$ cat config.mk
export PLATFORM = sky130hd
export DESIGN_NAME = prbs_rx_monitor
export DESIGN_NICKNAME = d
export VERILOG_FILES = /design/src/rtl/prbs_pkg.sv /design/src/rtl/prbs31_adv32.sv /design/src/rtl/prbs_rx_monitor.sv
export SDC_FILE = /design/constraint.sdc
export NUM_CORES = 1
export LEC_CHECK = 0
export ABC_AREA = 1
export CAP_MARGIN = 20
export CORE_UTILIZATION = 40
export DETAILED_ROUTE_END_ITERATION = 12
export SETUP_SLACK_MARGIN = 0.1
export SLEW_MARGIN = 20
export SYNTH_ARGS = -nofsm -noshare
export SYNTH_HDL_FRONTEND = slang
export SYNTH_SLANG_ARGS = --single-unit
$ cat constraint.sdc
create_clock -name rx_user_clk_i -period 6.4 [get_ports rx_user_clk_i]
set_clock_uncertainty 0.2 [all_clocks]
set_input_delay 1.92 -clock rx_user_clk_i [delete_from_list [all_inputs] [get_ports rx_user_clk_i]]
set_output_delay 1.92 -clock rx_user_clk_i [all_outputs]
set_load 0.1 [all_outputs]
$ cat src/rtl/prbs_pkg.sv
// Shared PRBS31 definitions for the rx monitor and the traffic generator:
// tap positions, word geometry, the rx FSM state type and word-level helpers.
package prbs_pkg;

    localparam int PRBS_TAP_A = 31;
    localparam int PRBS_TAP_B = 28;
    localparam int WORD_W     = 32;
    localparam int BYTE_N     = 4;

    typedef enum logic {
        ST_SOF   = 1'b0,
        ST_CHECK = 1'b1
    } rx_state_t;

    // Advance the PRBS31 stream by one 32-bit word. Bit j of the new word is
    // stream bit (k+32+j) = s[k+32+j-31] ^ s[k+32+j-28]; offsets past the
    // previous word fall into already-computed low bits of the new word.
    function automatic logic [WORD_W-1:0] prbs31_advance(input logic [WORD_W-1:0] prev_word);
        logic [2*WORD_W-1:0] s;
        s = {{WORD_W{1'b0}}, prev_word};
        for (int j = 0; j < WORD_W; j++) begin
            s[WORD_W + j] = s[j + WORD_W - PRBS_TAP_A] ^ s[j + WORD_W - PRBS_TAP_B];
        end
        return s[2*WORD_W-1:WORD_W];
    endfunction

    // Number of set bits in a word (0..32).
    function automatic logic [5:0] popcount32(input logic [WORD_W-1:0] v);
        logic [5:0] c;
        c = '0;
        for (int i = 0; i < WORD_W; i++) begin
            c = c + {5'd0, v[i]};
        end
        return c;
    endfunction

endpackage

$ cat src/rtl/prbs31_adv32.sv
// Combinational 32-step PRBS31 advance: previous word in, next word out.
module prbs31_adv32
    import prbs_pkg::*;
(
    input  logic [WORD_W-1:0] prev_word,
    output logic [WORD_W-1:0] next_word
);

    assign next_word = prbs31_advance(prev_word);

endmodule

$ cat src/rtl/prbs_rx_monitor.sv
// PRBS31 receive monitor. Seeds a predictor from the first beat of each frame,
// compares later payload bytes against the prediction and keeps BER counters
// plus a sync indication. Two register stages: stage 1 holds the per-beat
// error mask, stage 2 folds it into the frame and link counters.
module prbs_rx_monitor
    import prbs_pkg::*;
#(
    parameter int LOCK_FRAMES = 4,
    parameter int CNT_W       = 32,
    parameter int FCNT_W      = 16
) (
    input  logic              rx_user_clk_i,
    input  logic              rx_user_rst_i,
    input  logic [31:0]       rx_data_i,
    input  logic [1:0]        rx_vldb_i,
    input  logic              rx_valid_i,
    input  logic              rx_last_i,
    input  logic              rx_user_i,
    input  logic              clr_i,
    output logic [CNT_W-1:0]  frame_cnt_o,
    output logic [CNT_W-1:0]  err_bit_cnt_o,
    output logic [FCNT_W-1:0] err_frame_cnt_o,
    output logic [FCNT_W-1:0] user_err_cnt_o,
    output logic              sync_o,
    output logic              err_o
);

    localparam logic [7:0] LOCK_RUN = 8'(LOCK_FRAMES);

    // Handshake: a beat is transferred on every clock where rx_valid_i is high;
    // there is no ready, so the monitor must accept every valid beat.

    rx_state_t         state_q, state_d;
    logic [WORD_W-1:0] pred_q;
    logic [WORD_W-1:0] expected;
    logic [WORD_W-1:0] keep;
    logic [WORD_W-1:0] mask;
    logic              seed_load;
    logic              beat_check;
    logic              beat_checked;

    logic              s1_valid;
    logic [WORD_W-1:0] s1_mask;
    logic              s1_last;
    logic              s1_user;
    logic              s1_checked;

    logic              frame_err_seen;
    logic [7:0]        run_q;
    logic [7:0]        run_next;
    logic [5:0]        pop;
    logic [CNT_W:0]    bit_sum;
    logic              frame_bad;

    prbs31_adv32 u_adv (
        .prev_word (pred_q),
        .next_word (expected)
    );

    // FSM state register.
    always_ff @(posedge rx_user_clk_i or posedge rx_user_rst_i) begin
        if (rx_user_rst_i) state_q <= ST_SOF;
        else               state_q <= state_d;
    end

    // FSM next state and per-beat control: seed on a full first beat, compare in-frame.
    always_comb begin
        state_d      = state_q;
        seed_load    = 1'b0;
        beat_check   = 1'b0;
        beat_checked = 1'b0;
        if (rx_valid_i) begin
            unique case (state_q)
                ST_SOF: begin
                    seed_load    = !rx_last_i || (rx_vldb_i == 2'd3);
                    beat_checked = seed_load;
                    if (!rx_last_i) state_d = ST_CHECK;
                end
                ST_CHECK: begin
                    beat_check   = 1'b1;
                    beat_checked = 1'b1;
                    if (rx_last_i) state_d = ST_SOF;
                end
                default: state_d = ST_SOF;
            endcase
        end
    end

    // Error mask of the current beat, with bytes above vldb dropped on the last beat.
    always_comb begin
        keep = '0;
        for (int b = 0; b < BYTE_N; b++) begin
            keep[b*8 +: 8] = (!rx_last_i || (2'(b) <= rx_vldb_i)) ? 8'hFF : 8'h00;
        end
        mask = beat_check ? ((rx_data_i ^ expected) & keep) : '0;
    end

    // Predictor: reseeded from received data at frame start, then free-runs on its own prediction.
    always_ff @(posedge rx_user_clk_i or posedge rx_user_rst_i) begin
        if (rx_user_rst_i)   pred_q <= '0;
        else if (seed_load)  pred_q <= rx_data_i;
        else if (beat_check) pred_q <= expected;
    end

    // Stage 1: register the beat's error mask and frame-end attributes.
    always_ff @(posedge rx_user_clk_i or posedge rx_user_rst_i) begin
        if (rx_user_rst_i) begin
            s1_valid   <= 1'b0;
            s1_mask    <= '0;
            s1_last    <= 1'b0;
            s1_user    <= 1'b0;
            s1_checked <= 1'b0;
        end else if (clr_i) begin
            s1_valid   <= 1'b0;
            s1_mask    <= '0;
            s1_last    <= 1'b0;
            s1_user    <= 1'b0;
            s1_checked <= 1'b0;
        end else begin
            s1_valid   <= rx_valid_i;
            s1_mask    <= mask;
            s1_last    <= rx_valid_i && rx_last_i;
            s1_user    <= rx_valid_i && rx_last_i && rx_user_i;
            s1_checked <= beat_checked;
        end
    end

    // Stage 2 arithmetic: bit-error sum with carry for saturation, frame verdict, next run length.
    always_comb begin
        pop       = popcount32(s1_mask);
        bit_sum   = {1'b0, err_bit_cnt_o} + (CNT_W+1)'(pop);
        frame_bad = frame_err_seen || (pop != 6'd0) || s1_user;
        run_next  = (run_q == LOCK_RUN) ? run_q : run_q + 8'd1;
    end

    // Stage 2: saturating counters, errored-frame pulse and clean-frame run length.
    always_ff @(posedge rx_user_clk_i or posedge rx_user_rst_i) begin
        if (rx_user_rst_i) begin
            frame_cnt_o     <= '0;
            err_bit_cnt_o   <= '0;
            err_frame_cnt_o <= '0;
            user_err_cnt_o  <= '0;
            err_o           <= 1'b0;
            run_q           <= '0;
            frame_err_seen  <= 1'b0;
        end else if (clr_i) begin
            frame_cnt_o     <= '0;
            err_bit_cnt_o   <= '0;
            err_frame_cnt_o <= '0;
            user_err_cnt_o  <= '0;
            err_o           <= 1'b0;
            run_q           <= '0;
            frame_err_seen  <= 1'b0;
        end else begin
            err_o <= 1'b0;
            if (s1_valid) begin
                err_bit_cnt_o <= bit_sum[CNT_W] ? '1 : bit_sum[CNT_W-1:0];
                if (s1_last) begin
                    frame_err_seen <= 1'b0;
                    if (frame_cnt_o != '1) frame_cnt_o <= frame_cnt_o + 1'b1;
                    if (s1_user && (user_err_cnt_o != '1)) user_err_cnt_o <= user_err_cnt_o + 1'b1;
                    if (frame_bad) begin
                        if (err_frame_cnt_o != '1) err_frame_cnt_o <= err_frame_cnt_o + 1'b1;
                        err_o <= 1'b1;
                        run_q <= '0;
                    end else if (s1_checked) begin
                        run_q <= run_next;
                    end
                end else begin
                    frame_err_seen <= frame_bad;
                end
            end
        end
    end

    assign sync_o = (run_q == LOCK_RUN);

endmodule

==> impl_summary.txt, run 1 <==
----------------------------------------------------
[Die]
  Initial cell density of the core ... 0.4097
  Width of the chip ... 171.1 um
  Die footprint ... 29290 um2
  Area of the placeable core ... 27930 um2
  Die span in y ... 171.1 um
  FP Rows ... 61
  IO Count ... 138

[Final layout]
  Number of antenna repair diodes ... 0
  Number of nets in the final layout ... 1778
  Layout Cells excl Fill ... 2086
  Area grow syn2layout ... 21.34%
  Share of layout cells above drive strength 1 ... 0.05679

[Hold path]
  Path category of the worst min-delay check ... reg -> reg

[Setup path]
  Startpoint kind of the worst setup timing path ... flip-flop
  Path type of the worst setup path ... reg -> reg
  Critical path's slowest cell ... sky130_fd_sc_hd__fa_1
  Worst Setup End Kind ... flip-flop
  CP delay by family, top ... adder cells
  Critical path required time ... 6.55 ns
  Crit-path most repeated cell ... sky130_fd_sc_hd__fa_1
  CP max FO ... 6
  Largest stage delay on the critical path ... 0.60 ns
  Signal arrival time at the worst endpoint ... 6.16 ns
  WP buf/inv ... 6

[Yosys]
  Syn_nets ... 1650
  Post-Syn Area ... 11440 um2
  Post-Syn Instances ... 1567
  Area share of the leading cell type in the synthesized netlist ... 0.3805
  Mean Syn Cell Area ... 7.303 um2
  Leading cell type by number of instances after synthesis ... sky130_fd_sc_hd__nand2_1
  Number of warnings issued by yosys ... 0
  Library cell with the largest summed area after synthesis ... sky130_fd_sc_hd__dfrtp_1
  Ranking of synthesized cells by instance count ... 482 x sky130_fd_sc_hd__nand2_1, 184 x sky130_fd_sc_hd__nor2_1, 174 x sky130_fd_sc_hd__dfrtp_1
  Number of synthesized flops with an enable pin ... 0
  Biggest area contributors in the synthesized netlist ... sky130_fd_sc_hd__dfrtp_1 38%, sky130_fd_sc_hd__nand2_1 16%, sky130_fd_sc_hd__nor2_1 6.0%
  Number of flip-flops and latches in the synthesized netlist ... 174
  Count of different cell masters after synthesis ... 47
  Proportion of synthesized flip-flops having asynchronous set or reset ... 1.000
  Seq/Total Area, Yosys ... 0.3805
  Most instantiated flip-flop cell in the synthesis netlist ... sky130_fd_sc_hd__dfrtp_1

[Power and ir drop]
  Leakage ... 6.295 nW
  Net switching power ... 2.296 mW
  Total Power ... 4.993 mW
  Internal power of the cells ... 2.697 mW
  Switching power as a share of total power ... 0.4599
  Share of power burned in the clock network ... 0.219
  Maximum vdd drop ... 0.2094 mV
  Proportion of power drawn by combinational gates ... 0.486
  Sequential share of power ... 0.295
  Power density normalized to cell area ... 359.6 nW/um2

[Global routing]
  Grt met3 use ... 0.02429
  Gr usage total ... 0.2206
  Initial antenna violation count ... 0
  Wire length of the first global-routing pass ... 51540 um
  Global-route met2 utilization ... 0.3712
  Busiest grt layer ... met2
  Total overflow reported by the global router ... 0
  Vias in the first global route ... 10210
  Largest net degree at the start of global routing ... 61
  Met1 GRT Util ... 0.3002

[Detailed routing]
  Wirelength per Cell ... 14.75 um
  Final antenna-violating net count ... 0
  Final Routed Wirelength ... 30770 um
  Ratio of routed vias to standard cells ... 4.996
  Vias after detailed routing ... 10420
  DRC Markers ... 0
  Iteration-0 DRC count of the detailed router ... 670
  1st-pass router iterations ... 5

[Timing]
  Number of failing setup endpoints in the final timing report ... 0
  Number of pins exceeding their max-slew limit in the final report ... 0
  Slew Limit Headroom ... 0.3081
  Endpoints failing hold ... 0
  Highest achievable clock rate ... 0.1665 GHz
  Ratio of final minimum period to clock period ... 0.9386
  Pin slew with the least headroom to its limit ... 1.035 ns
  Setup repair after global routing missed its margin ... yes
  Min Tclk post-route ... 6.007 ns
  Final setup TNS ... 0 ns

[Placement]
  Placed cell count ... 2052
  Port Buffer Count ... 137
  Routability-driven placement congestion ratio ... 0.8806
  Post-DP HPWL ... 22540 um

[Outcome]
  Status ... complete, no violations

[Clock tree]
  Maximum level of the CTS H-tree ... 4
  Number of CTS-inserted buffers ... 17
  Number of sinks handled by clock tree synthesis ... 174
  Insertion delay of the later-clocked pin in the worst-skew pair ... 0.45 ns
  Clock Path Buffers ... 2
  Worst-path clk slew ... 0.08 ns
  Hold buffer count at CTS ... 0
  Root buf cell ... sky130_fd_sc_hd__clkbuf_16
  CTS tree ... yes

[Run]
  # Max-Cap Violations ... 0

----------------------------------------------------
## layout make-up
class / count / area, um2
sequential: 174 / 4354
clock buffer: 17 / 425.4
fill: 2814 / 14050
multi-input combinational: 1177 / 6277
tap: 378 / 473.0
clock inverter: 15 / 209.0
inverter: 172 / 649.4
timing repair buffer: 153 / 1498
## sequential cells by signal, summed over array words and instances, names as in the netlist, 8 cells and up
| signal | flops |
|---|---|
| run_q | 8 |
| s1_mask | 32 |
| err_frame_cnt_o | 16 |
| err_bit_cnt_o | 32 |
| pred_q | 31 |
| user_err_cnt_o | 16 |
| frame_cnt_o | 32 |
## cell usage in the layout, fill, tap and decap left out, types with 8 or more instances in the layout
master                            netlist  layout
sky130_fd_sc_hd__nor3_1                35      35
sky130_fd_sc_hd__inv_1                167     165
sky130_fd_sc_hd__fa_1                  25      25
sky130_fd_sc_hd__a21oi_1               15      14
sky130_fd_sc_hd__ha_1                  18      17
sky130_fd_sc_hd__nor2_1               184     180
sky130_fd_sc_hd__clkbuf_16              0      17
sky130_fd_sc_hd__xnor2_1               41      41
sky130_fd_sc_hd__nand4_1               42      42
sky130_fd_sc_hd__nand3_1              123     121
sky130_fd_sc_hd__clkdlybuf4s50_1        0     136
sky130_fd_sc_hd__buf_4                  3      14
sky130_fd_sc_hd__nand2_2                3       8
sky130_fd_sc_hd__dfrtp_1              174     174
sky130_fd_sc_hd__nand2_1              482     476
sky130_fd_sc_hd__o21ai_0               74      71
sky130_fd_sc_hd__xor2_1                62      62
sky130_fd_sc_hd__nand3b_1              12      12
## worst register-to-register path, cell delays in order (launching register included)
cell and delay [ns]:
sky130_fd_sc_hd__dfrtp_1 0.33, sky130_fd_sc_hd__inv_1 0.05, sky130_fd_sc_hd__fa_1 0.60, sky130_fd_sc_hd__fa_1 0.45, sky130_fd_sc_hd__fa_1 0.53, sky130_fd_sc_hd__fa_1 0.44, sky130_fd_sc_hd__fa_1 0.53, sky130_fd_sc_hd__fa_1 0.40
sky130_fd_sc_hd__inv_1 0.06, sky130_fd_sc_hd__ha_1 0.15, sky130_fd_sc_hd__inv_1 0.06, sky130_fd_sc_hd__fa_1 0.41, sky130_fd_sc_hd__inv_1 0.08, sky130_fd_sc_hd__nand3_1 0.08, sky130_fd_sc_hd__nand3_1 0.11, sky130_fd_sc_hd__nand2_2 0.11
sky130_fd_sc_hd__ha_4 0.30, sky130_fd_sc_hd__nand2_1 0.07, sky130_fd_sc_hd__nor2_2 0.12, sky130_fd_sc_hd__nand3_1 0.14, sky130_fd_sc_hd__nand2_4 0.14, sky130_fd_sc_hd__buf_4 0.16, sky130_fd_sc_hd__buf_4 0.11, sky130_fd_sc_hd__nand4_1 0.06
sky130_fd_sc_hd__nand3_1 0.09, sky130_fd_sc_hd__nand2_1 0.04, sky130_fd_sc_hd__o21ai_0 0.08
## per-layer routing
layer  share of wire  up-vias
met5               0        -
met4           0.014        0
met3           0.029       32
met2            0.48      200
met1            0.48     4948
li1                -     5242
## kinds of logic after synthesis
kind of cell | synth area share
AO/OA/AOI/OAI | 0.05642
XOR/XNOR | 0.07883
adder cells (fa/ha/maj) | 0.06342
buffers and inverters | 0.07621
flip-flops | 0.3805
AND/OR/NAND/NOR | 0.3446
## metrics by stage
| step | instance area, um2 | hold WS, ns | util | setup WS, ns |
|---|---|---|---|---|
| 2_1_floorplan | 11450 | 0.2505 | - | 0.6049 |
| 3_3_place_gp | 13170 | 0.2695 | 0.4715 | 0.2765 |
| 3_5_place_dp | 13170 | 0.2713 | 0.4715 | 0.1441 |
| 4_1_cts | 13800 | 0.2916 | 0.4942 | 0.1138 |
| 5_1_grt | 13890 | 0.3162 | 0.4971 | 0.06729 |
| 6_report | 13890 | 0.2924 | 0.4971 | 0.3932 |
## power by group through the flow
stage	sequential, mW	clock [mW]	combinational, mW
5_1_grt	1.50	1.16	2.74
3_5_place_dp	1.49	0	2.46
4_1_cts	1.47	1.13	2.46
6_report	1.47	1.09	2.43
2_1_floorplan	1.73	0	1.64
3_3_place_gp	1.49	0	2.41
## final timing paths
kind | startpoint | end | slack [ns] | cells after the start
worst min-delay path | frame_err_seen | frame_err_seen | 0.29 | 2
worst min register to register | frame_err_seen | frame_err_seen | 0.29 | 2
min in group asynchronous | rx_user_rst_i | s1_mask[13] | 1.69 | 2
max in group asynchronous | rx_user_rst_i | frame_cnt_o[13] | 3.11 | 3
worst max-delay path | s1_mask[11] | err_bit_cnt_o[18] | 0.39 | 26
worst max register to register | s1_mask[11] | err_bit_cnt_o[18] | 0.39 | 26
## timing repair
item	CTS	global route
setup buffers	0	2
setup endpoints to repair	0	32
gates resized for setup	0	21
Note: power is estimated with default switching activity, not from simulation.
==> inputs of run 2 (changes only) <==
--- a/config.mk
+++ b/config.mk
@@ -7,10 +7,14 @@
 export LEC_CHECK = 0
 export ABC_AREA = 1
 export CAP_MARGIN = 20
-export CORE_UTILIZATION = 40
+export CELL_PAD_IN_SITES_DETAIL_PLACEMENT = 0
+export CELL_PAD_IN_SITES_GLOBAL_PLACEMENT = 1
+export CORE_UTILIZATION = 37
 export DETAILED_ROUTE_END_ITERATION = 12
+export PLACE_DENSITY_LB_ADDON = 0.1
 export SETUP_SLACK_MARGIN = 0.1
 export SLEW_MARGIN = 20
 export SYNTH_ARGS = -nofsm -noshare
 export SYNTH_HDL_FRONTEND = slang
 export SYNTH_SLANG_ARGS = --single-unit
+export TNS_END_PERCENT = 1
==> run 2 against run 1 <==
  * Wire length increased by 5.2%
  * Global-route usage is 0.91 points lower
  * Combinational power barely moved
  * Critical path depth fell by 2
  * Setup slack improved by 0.048 ns
  * Sequential cell count is the same
  * Die area increased by 8.0%
  * Clock power rose by 4%
  * Register-to-register slack gained 0.05 ns
  * Cell area rose by 0.23%
  * Total power rose by 1.2%
  * Critical endpoint is now err_bit_cnt_o[10]
  * Largest power group unchanged
==> impl_summary.txt, run 2 (synthesis gave the netlist of run 1 again) <==
----------------------------------------------------
[Outcome]
  Status ... complete, no violations

[Setup path]
  Path type of the worst setup path ... reg -> reg
  Crit-path most repeated cell ... sky130_fd_sc_hd__fa_1
  Critical path's slowest cell ... sky130_fd_sc_hd__fa_1
  Worst Setup End Kind ... flip-flop
  Flop2flop setup slack ... 0.44 ns
  FF-to-FF Start ... s1_mask[17]
  WP buf/inv ... 6
  Startpoint kind of the worst setup timing path ... flip-flop
  Ordered list of cells on the worst path ... fa_1 -> inv_1 -> fa_1 -> fa_1 -> fa_1 -> fa_1 -> fa_1 -> inv_1 -> ha_1 -> inv_1 -> fa_2 -> inv_1 -> fa_1 -> nand2_1 -> nand3_2 -> nand3_1 -> nand2_2 -> buf_8 -> nand2_1 -> inv_1 -> nand2_1 -> nand3_1 -> nand2_1 -> o21ai_0
  Critical path required time ... 6.53 ns
  CP delay by family, top ... adder cells
  Largest stage delay on the critical path ... 0.54 ns
  Start point of the critical path ... s1_mask[17]
  CP max FO ... 12
  Signal arrival time at the worst endpoint ... 6.09 ns

[Final layout]
  Leading registers by flop count ... err_bit_cnt_o x32, frame_cnt_o x32, s1_mask x32
  Leading cell type in the layout, fill and taps excluded ... sky130_fd_sc_hd__nand2_1
  Number of nets in the final layout ... 1774
  Share of layout cells above drive strength 1 ... 0.05516
  Area grow syn2layout ... 21.63%
  Number of antenna repair diodes ... 0
  Commonest cells after routing, fill and taps aside ... 477 x sky130_fd_sc_hd__nand2_1, 181 x sky130_fd_sc_hd__nor2_1, 174 x sky130_fd_sc_hd__dfrtp_1

[Detailed routing]
  Ratio of routed vias to standard cells ... 4.934
  Iteration-0 DRC count of the detailed router ... 688
  1st-pass router iterations ... 6
  Vias after detailed routing ... 10360
  DRC Markers ... 0
  Wirelength per Cell ... 15.42 um
  Final antenna-violating net count ... 0
  Final Routed Wirelength ... 32380 um

[Clock tree]
  Number of CTS-inserted buffers ... 17
  Quantity of gates resized following cts ... 0
  Worst-path clk slew ... 0.08 ns
  CTS tree ... yes
  Postcts setup bufs ... 0
  Insertion delay of the later-clocked pin in the worst-skew pair ... 0.46 ns
  Number of sinks handled by clock tree synthesis ... 174
  Hold buffer count at CTS ... 0
  Root buf cell ... sky130_fd_sc_hd__clkbuf_16
  Maximum level of the CTS H-tree ... 4
  Clock Path Buffers ... 2

[Global routing]
  Largest net degree at the start of global routing ... 175
  Vias in the first global route ... 9920
  Initial antenna violation count ... 0
  Gr usage total ... 0.2115
  Wire length of the first global-routing pass ... 52270 um
  Total overflow reported by the global router ... 0

[Timing]
  Highest achievable clock rate ... 0.1678 GHz
  Final setup TNS ... 0 ns
  Setup repair after global routing missed its margin ... yes
  Slew Limit Headroom ... 0.3113
  Min Tclk post-route ... 5.958 ns
  Number of pins exceeding their max-slew limit in the final report ... 0
  Min setup slack post-route ... 0.4416 ns
  Pin slew with the least headroom to its limit ... 1.030 ns
  Endpoints failing hold ... 0
  Ratio of final minimum period to clock period ... 0.9310
  Number of failing setup endpoints in the final timing report ... 0

[Power and ir drop]
  Leakage ... 6.295 nW
  Power density normalized to cell area ... 362.9 nW/um2
  Maximum vdd drop ... 0.2302 mV

[Placement]
  Port Buffer Count ... 137
  Worst-case setup slack after placement ... 0.1841 ns
  Post-DP HPWL ... 22950 um
  Routability-driven placement congestion ratio ... 0.8495

[Die]
  Initial cell density of the core ... 0.3751
  Die footprint ... 31640 um2
  Die span in y ... 177.9 um
  FP Rows ... 64
  Area of the placeable core ... 30510 um2
  IO Count ... 138
  Width of the chip ... 177.9 um

[Hold path]
  Path category of the worst min-delay check ... reg -> reg
  HP Start ... frame_err_seen

[Run]
  # Max-Cap Violations ... 0

----------------------------------------------------
run 2: changes by cell type in the layout (fill, tap and decap cells not counted), sizes merged:
cell | previous run | this run
bufinv | 0 | 2
buf | 17 | 13
clkinvlp | 1 | 2
clkinv | 10 | 3
inv | 176 | 180
run 2: final timing paths:
check	end	cells after the start
setup / recovery	err_bit_cnt_o[10]	24
hold / removal	frame_err_seen	2
setup reg to reg	err_bit_cnt_o[10]	24
hold reg to reg	frame_err_seen	2
max in group asynchronous	err_frame_cnt_o[8]	4
min in group asynchronous	err_bit_cnt_o[4]	3
run 2: layer usage:
metal / up-vias / part of all wire / track usage
met5: - / 0 / 0
met4: 0 / 0.013 / 0.05912
met3: 25 / 0.031 / 0.02935
met2: 201 / 0.48 / 0.3502
met1: 4918 / 0.48 / 0.2866
li1: 5218 / - / -
run 2: power by group:
| group | total [mW] | switching [mW] | internal [mW] |
|---|---|---|---|
| combinational | 2.46 | 1.57 | 0.884 |
| clock | 1.13 | 0.532 | 0.597 |
| sequential | 1.46 | 0.193 | 1.27 |
run 2: layout make-up:
type	count	area, um2
fill	3123	16590
multi-input combinational	1177	6291
sequential	174	4354
timing repair buffer	149	1513
inverter	172	649.4
tap	396	495.5
clock buffer	17	425.4
clock inverter	15	190.2
run 2: through the flow:
step	hold WS, ns	instance area, um2	total power, mW	instances	utilization
after CTS	0.3004	13820	5.106	2099	0.4528
final	0.2961	13920	5.051	2100	0.4562
after floorplan	0.2505	11450	3.373	1567	-
after global routing	0.3221	13920	5.451	2100	0.4562
after global placement	0.2673	13200	3.930	2067	0.4327
after detailed placement	0.2795	13200	3.958	2067	0.4327
run 2: worst reg2reg max path, delay by kind of cell, from the launching register on:
family	cells	cell delay, ns
buffers and inverters	6	0.49
AND/OR/NAND/NOR	8	0.67
AO/OA/AOI/OAI	1	0.08
adder cells (fa/ha/maj)	9	4.01
flip-flops	1	0.39
